==> src/rtl/panda_pkg.sv <==
// +-----------------------------------------------------------------------+
// | panda_pkg: shared types and defaults for the panda shift datapath.    |
// | Revision: 1.0                                                         |
// +-----------------------------------------------------------------------+
`default_nettype none

package panda_pkg;

  localparam int DefaultWidth = 32;
  localparam int DefaultAmtW  = $clog2(DefaultWidth);

  typedef struct packed {
    logic                   left;
    logic                   arith;
    logic [DefaultWidth-1:0] operand;
    logic [DefaultAmtW-1:0]  amount;
  } shift_req_t;

  typedef enum logic [0:0] {
    SLOT_EMPTY = 1'b0,
    SLOT_FULL  = 1'b1
  } slot_state_e;

endpackage

`default_nettype wire

==> src/rtl/panda_rr_arbiter.sv <==
// +-----------------------------------------------------------------------+
// | panda_rr_arbiter: valid vector -> one-hot grant and index.            |
// | PANDA_SHIFT_ARB_RR_EN selects round-robin, else fixed priority.       |
// | Revision: 1.0                                                         |
// +-----------------------------------------------------------------------+
`default_nettype none

module panda_rr_arbiter #(
  parameter int  NumReq = 2,
  localparam int IdW    = $clog2(NumReq)
) (
  input  logic [NumReq-1:0] valid_i,
`ifdef PANDA_SHIFT_ARB_RR_EN
  input  logic [IdW-1:0]    ptr_i,
`endif
  output logic [NumReq-1:0] grant_o,
  output logic [IdW-1:0]    idx_o
);

  logic found;
  int   cand;

  always_comb begin
    grant_o = '0;
    idx_o   = '0;
    found   = 1'b0;
    cand    = 0;
`ifdef PANDA_SHIFT_ARB_RR_EN
    // Search starts one past the last winner and wraps around.
    for (int k = 1; k <= NumReq; k++) begin
      cand = int'(ptr_i) + k;
      if (cand >= NumReq) cand = cand - NumReq;
      if (!found && valid_i[cand]) begin
        found         = 1'b1;
        grant_o[cand] = 1'b1;
        idx_o         = IdW'(cand);
      end
    end
`else
    for (int i = 0; i < NumReq; i++) begin
      cand = i;
      if (!found && valid_i[i]) begin
        found      = 1'b1;
        grant_o[i] = 1'b1;
        idx_o      = IdW'(cand);
      end
    end
`endif
  end

endmodule

`default_nettype wire

==> src/rtl/panda_shifter.sv <==
// +-----------------------------------------------------------------------+
// | panda_shifter: combinational left / logical-right / arith-right shift.|
// | Revision: 1.0                                                         |
// +-----------------------------------------------------------------------+
`default_nettype none

module panda_shifter
  import panda_pkg::*;
#(
  parameter int  Width = DefaultWidth,
  localparam int AmtW  = $clog2(Width)
) (
  input  logic             left_i,
  input  logic             arith_i,
  input  logic [Width-1:0] operand_i,
  input  logic [AmtW-1:0]  amount_i,
  output logic [Width-1:0] result_o
);

  always_comb begin
    result_o = operand_i;
    if (left_i) begin
      result_o = operand_i << amount_i;
    end else if (arith_i) begin
      result_o = $signed(operand_i) >>> amount_i;
    end else begin
      result_o = operand_i >> amount_i;
    end
  end

endmodule

`default_nettype wire

==> src/rtl/panda_shift_arbiter.sv <==
// +-----------------------------------------------------------------------+
// | panda_shift_arbiter: shares one shifter among NumReq requesters with  |
// | a registered single-entry response slot. Macro PANDA_SHIFT_ARB_RR_EN. |
// | Revision: 1.0                                                         |
// +-----------------------------------------------------------------------+
`default_nettype none

module panda_shift_arbiter
  import panda_pkg::*;
#(
  parameter int  Width  = DefaultWidth,
  parameter int  NumReq = 2,
  localparam int IdW    = $clog2(NumReq),
  localparam int AmtW   = $clog2(Width)
) (
  input  logic                   clk_i,
  input  logic                   rst_ni,
  input  logic [NumReq-1:0]      req_valid_i,
  output logic [NumReq-1:0]      req_ready_o,
  input  logic [NumReq-1:0]      req_left_i,
  input  logic [NumReq-1:0]      req_arith_i,
  input  logic [NumReq*Width-1:0] req_operand_i,
  input  logic [NumReq*AmtW-1:0] req_amount_i,
  output logic                   resp_valid_o,
  input  logic                   resp_ready_i,
  output logic [Width-1:0]       resp_result_o,
  output logic [IdW-1:0]         resp_id_o
);

  slot_state_e      state_q, state_d;
  logic [Width-1:0] result_q, result_d;
  logic [IdW-1:0]   id_q, id_d;
  logic [NumReq-1:0] grant;
  logic [IdW-1:0]   gnt_idx;
  logic             can_accept;
  logic             handshake;

  logic             sel_left, sel_arith;
  logic [Width-1:0] sel_operand;
  logic [AmtW-1:0]  sel_amount;
  logic [Width-1:0] shift_res;

`ifdef PANDA_SHIFT_ARB_RR_EN
  logic [IdW-1:0]   ptr_q, ptr_d;
`endif

  panda_rr_arbiter #(
    .NumReq (NumReq)
  ) u_arb (
    .valid_i (req_valid_i),
`ifdef PANDA_SHIFT_ARB_RR_EN
    .ptr_i   (ptr_q),
`endif
    .grant_o (grant),
    .idx_o   (gnt_idx)
  );

  assign resp_valid_o  = (state_q == SLOT_FULL);
  assign resp_result_o = result_q;
  assign resp_id_o     = id_q;
  assign can_accept    = !resp_valid_o || resp_ready_i;
  assign req_ready_o   = grant & {NumReq{can_accept}};
  assign handshake     = |(req_valid_i & req_ready_o);

  // One-hot grant makes this an AND-OR mux of the winner's fields.
  always_comb begin
    sel_left    = 1'b0;
    sel_arith   = 1'b0;
    sel_operand = '0;
    sel_amount  = '0;
    for (int i = 0; i < NumReq; i++) begin
      if (grant[i]) begin
        sel_left    = req_left_i[i];
        sel_arith   = req_arith_i[i];
        sel_operand = req_operand_i[i*Width +: Width];
        sel_amount  = req_amount_i[i*AmtW +: AmtW];
      end
    end
  end

  panda_shifter #(
    .Width (Width)
  ) u_shifter (
    .left_i    (sel_left),
    .arith_i   (sel_arith),
    .operand_i (sel_operand),
    .amount_i  (sel_amount),
    .result_o  (shift_res)
  );

  always_comb begin
    state_d  = state_q;
    result_d = result_q;
    id_d     = id_q;
`ifdef PANDA_SHIFT_ARB_RR_EN
    ptr_d    = ptr_q;
`endif
    unique case (state_q)
      SLOT_EMPTY: if (handshake) state_d = SLOT_FULL;
      SLOT_FULL: begin
        if (handshake)         state_d = SLOT_FULL;
        else if (resp_ready_i) state_d = SLOT_EMPTY;
      end
      default: state_d = SLOT_EMPTY;
    endcase
    if (handshake) begin
      result_d = shift_res;
      id_d     = gnt_idx;
`ifdef PANDA_SHIFT_ARB_RR_EN
      ptr_d    = gnt_idx;
`endif
    end
  end

  always_ff @(posedge clk_i) begin
    if (!rst_ni) begin
      state_q  <= SLOT_EMPTY;
      result_q <= '0;
      id_q     <= '0;
`ifdef PANDA_SHIFT_ARB_RR_EN
      ptr_q    <= IdW'(NumReq - 1);
`endif
    end else begin
      state_q  <= state_d;
      result_q <= result_d;
      id_q     <= id_d;
`ifdef PANDA_SHIFT_ARB_RR_EN
      ptr_q    <= ptr_d;
`endif
    end
  end

endmodule

`default_nettype wire

==> config.mk <==
export PLATFORM = sky130hd
export DESIGN_NAME = panda_shift_arbiter
export DESIGN_NICKNAME = d
export VERILOG_FILES = /design/src/rtl/panda_pkg.sv /design/src/rtl/panda_rr_arbiter.sv /design/src/rtl/panda_shifter.sv /design/src/rtl/panda_shift_arbiter.sv
export SDC_FILE = /design/constraint.sdc
export NUM_CORES = 1
export LEC_CHECK = 0
export CAP_MARGIN = 30
export CORE_UTILIZATION = 43
export CTS_CLUSTER_SIZE = 16
export DETAILED_ROUTE_END_ITERATION = 8
export DONT_BUFFER_PORTS = 1
export PLACE_DENSITY_LB_ADDON = 0.08
export SYNTH_ARGS = -nofsm -noshare
export SYNTH_HDL_FRONTEND = slang
export SYNTH_HIERARCHICAL = 1
export SYNTH_SLANG_ARGS = --single-unit
==> constraint.sdc <==
create_clock -name clk_i -period 6.5 [get_ports clk_i]
set_clock_uncertainty 0.1 [all_clocks]
set_input_delay 0.65 -clock clk_i [delete_from_list [all_inputs] [get_ports clk_i]]
set_output_delay 0.65 -clock clk_i [all_outputs]
set_load 0.03 [all_outputs]
==> run summary <==
* HPWL after detailed placement: 17.6 mm
* largest family of logic cells by synthesized area: multiplexers
* slew at the pin closest to its max-slew limit: 1020 ps
* mean routed wirelength per cell: 27.7 um
* number of vias after detailed routing: 6085
* number of antenna violations at the first check in global routing: 0
* top post-synthesis cells by count: 138 x sky130_fd_sc_hd__nand2_1, 83 x sky130_fd_sc_hd__mux2i_1, 43 x sky130_fd_sc_hd__nor2_1
* first-pass GRT wire length: 34.1 mm
* count of pins over their slew limit: 0
* run status: finished clean
* H-tree levels: 2
* top-area cell type share of the netlist area: 0.145
* worst min-delay path category: input pin to register
* DR pass1 iterations: 6
* setup_tns: 0 ps
* synthesized cell area: 5710 um2
* register bit total from synthesis: 34
* clock latency of the later-clocked register in the worst-skew pair: 270 ps
* Post-synth top flop: sky130_fd_sc_hd__dfxtp_1
* cell at the root of the clock tree: sky130_fd_sc_hd__clkbuf_16
* worst-case clock buffer depth: 2
* maximum fanout count along the critical path: 45
* Placement Rows: 41
* post-detailed-route via-to-cell ratio: 7.16
* count of different cell masters after synthesis: 64
* TritonCTS Buffers: 5
* dominant cells by area after synthesis: sky130_fd_sc_hd__mux2i_1 15%, sky130_fd_sc_hd__mux4_2 14%, sky130_fd_sc_hd__dfxtp_1 12%, sky130_fd_sc_hd__nand2_1 9.1%, sky130_fd_sc_hd__a22o_1 6.3%
* Final Cycle Share: 0.676
* die boundary height: 117 um
* largest net degree at the start of global routing: 68
* unrepaired setup endpoints after global routing: false
* number of nets produced by synthesis: 809
* most common cell in the synthesized netlist: sky130_fd_sc_hd__nand2_1
* clock sink count: 34
* synthesized-area fraction occupied by adder cells: 0
* fill cell instance count of the final layout: 1318
* time the final worst path needs with I/O delays and setup: 4400 ps
* number of hold buffers added after CTS: 0
* layout overhead on the synthesized area: 2.34%
* Power per Cell Area: 193 nW/um2
* Cells after Synth: 726
* CP delay by family, top: compound AO/OA/AOI/OAI gates
* setup slack after placement: 1800 ps
* longest individual stage delay on the worst path: 990 ps
* list of cells traversed by the critical path: nor2b_4, a22o_2, inv_1, and2_1, a2111oi_0, a311oi_1, nand4_1, nand2_1, mux2i_1
* drt initial violations: 630
* global routing usage summed across all routing layers: 0.339
* fraction of the yosys area taken by sequential cells: 0.119
* number of nets in the layout: 760
* CP Data Required Time: 6600 ps
* clock-pin slew of the registers on the worst-case setup and hold paths: 60 ps
* Critical path buffers and inverters: 1
* maximum operating frequency: 228 MHz
* Peak VDD IR: 106 uV
* DR DRC count: 0
* worst setup slack after layout: 2100 ps
* # Max-Cap Violations: 0
* CORE AREA: 12800 um2
* Setup CP Type: input pin to register
* clock tree from TritonCTS: yes
* CP max-delay cell: sky130_fd_sc_hd__a22o_2
* arrival time of data at the critical path endpoint: 4500 ps
* total I/O pin count: 119
* vias in the first global route: 5463
* xor and xnor fraction of the mapped netlist area: 0
* count of flip-flops with a built-in enable after synthesis: 0
* total routed wirelength: 23.5 mm
* antenna-violating nets left: 0
* cell accounting for the most synthesized area: sky130_fd_sc_hd__mux2i_1
* proportion of register bits with asynchronous set or reset after synthesis: 0
* quantity of I/O buffers inserted on ports: 0
* ratio of cells with drive above 1 in the final layout: 0.152
* Initial Utilization: 0.447
* Avg Cell Area, Syn: 7.87 um2
* Yosys warning count: 6
* post-CTS resize count: 0
* portion of netlist area occupied by mux cells: 0.342
* share of the synthesized area in compound gates (AO/OA/AOI/OAI): 0.279
* worst-case headroom to the max-slew limit: 0.323
* Setup violations, final: 0
* crit start category: input pin
* leak pwr: 2.07 nW
* buffer count from post-CTS setup fixing: 0
* number of diodes added for antenna fixing: 0
* Hold Fails Final Rpt: 0
* total die area: 13800 um2
* die outline width: 117 um
* reg-to-reg setup timing slack: 4960 ps
* post-synthesis simple-gate area fraction: 0.184
* total congestion overflow after global routing: 0
* Setup crit end kind: register
* final RePlAce weighted congestion: 1.00
-- metrics by stage --
stage	power [mW]	util	area [um2]	hold slack, ps	cells
global placement	0.868	0.442	5650	490	838
global route	1.17	0.458	5850	425	850
finish	1.13	0.458	5850	429	850
CTS	1.11	0.456	5820	419	849
floorplan	0.711	-	5710	483	726
detailed placement	0.868	0.444	5670	495	841
-- worst reg2reg max path: cells and delay by family (launching register included) --
| family | cells | cell delay (ps) |
|---|---|---|
| buffers and inverters | 1 | 480 |
| flip-flops | 1 | 430 |
| multiplexers | 1 | 290 |
| AO/OA/AOI/OAI | 1 | 160 |
-- path summary, 6_finish.rpt --
kind / start / to / depth (start not counted)
hold reg to reg: resp_result_o[27]$_SDFFE_PN0P_ / resp_result_o[27]$_SDFFE_PN0P_ / 2
setup / recovery: req_valid_i[1] / resp_result_o[26]$_SDFFE_PN0P_ / 9
hold / removal: rst_ni / resp_result_o[6]$_SDFFE_PN0P_ / 2
setup reg to reg: resp_valid_o$_SDFF_PN0_ / resp_result_o[13]$_SDFFE_PN0P_ / 3
-- logic make-up after synthesis --
group                  count (synthesis)
AND/OR/NAND/NOR                      244
AO/OA/AOI/OAI                        220
multiplexers                         147
buffers and inverters                 81
flip-flops                            34
-- area by class of cell --
type | count | area, um2 | share of cell area
Inverter | 6 | 22.5 | 0.00385
Tap cell | 172 | 215 | 0.0368
Timing Repair Buffer | 19 | 166 | 0.0285
Clock inverter | 1 | 5.00 | 0.000856
Clock buffer | 7 | 143 | 0.0244
Sequential cell | 34 | 681 | 0.116
Multi-Input combinational cell | 611 | 4620 | 0.789
-- cell usage in the layout (no fill, tap or decap), drive strengths merged, types with 24 or more instances in the layout --
master	n
nand2	139
mux2i	84
nor2	44
a22o	41
mux4	35
dfxtp	34
o21ai	33
a21oi	30
mux2	28
o211ai	24
-- registers in the layout (all words and copies together), names as in the netlist --
register and count:
resp_result_o 32, resp_valid_o 1, resp_id_o 1
-- metal layers --
layer	share of wire	track usage	vias up
li1	-	-	2676
met5	0	0	-
met3	0.078	0.0376	55
met4	0.036	0.132	0
met2	0.45	0.543	372
met1	0.43	0.465	2982
-- where the power goes --
part	leakage [nW]	internal [mW]	switching, mW
sequential	0.277	0.225	0.0438
clock	0.0739	0.152	0.0848
combinational	1.72	0.224	0.396
No activity file was read; power rests on OpenSTA's default activity.
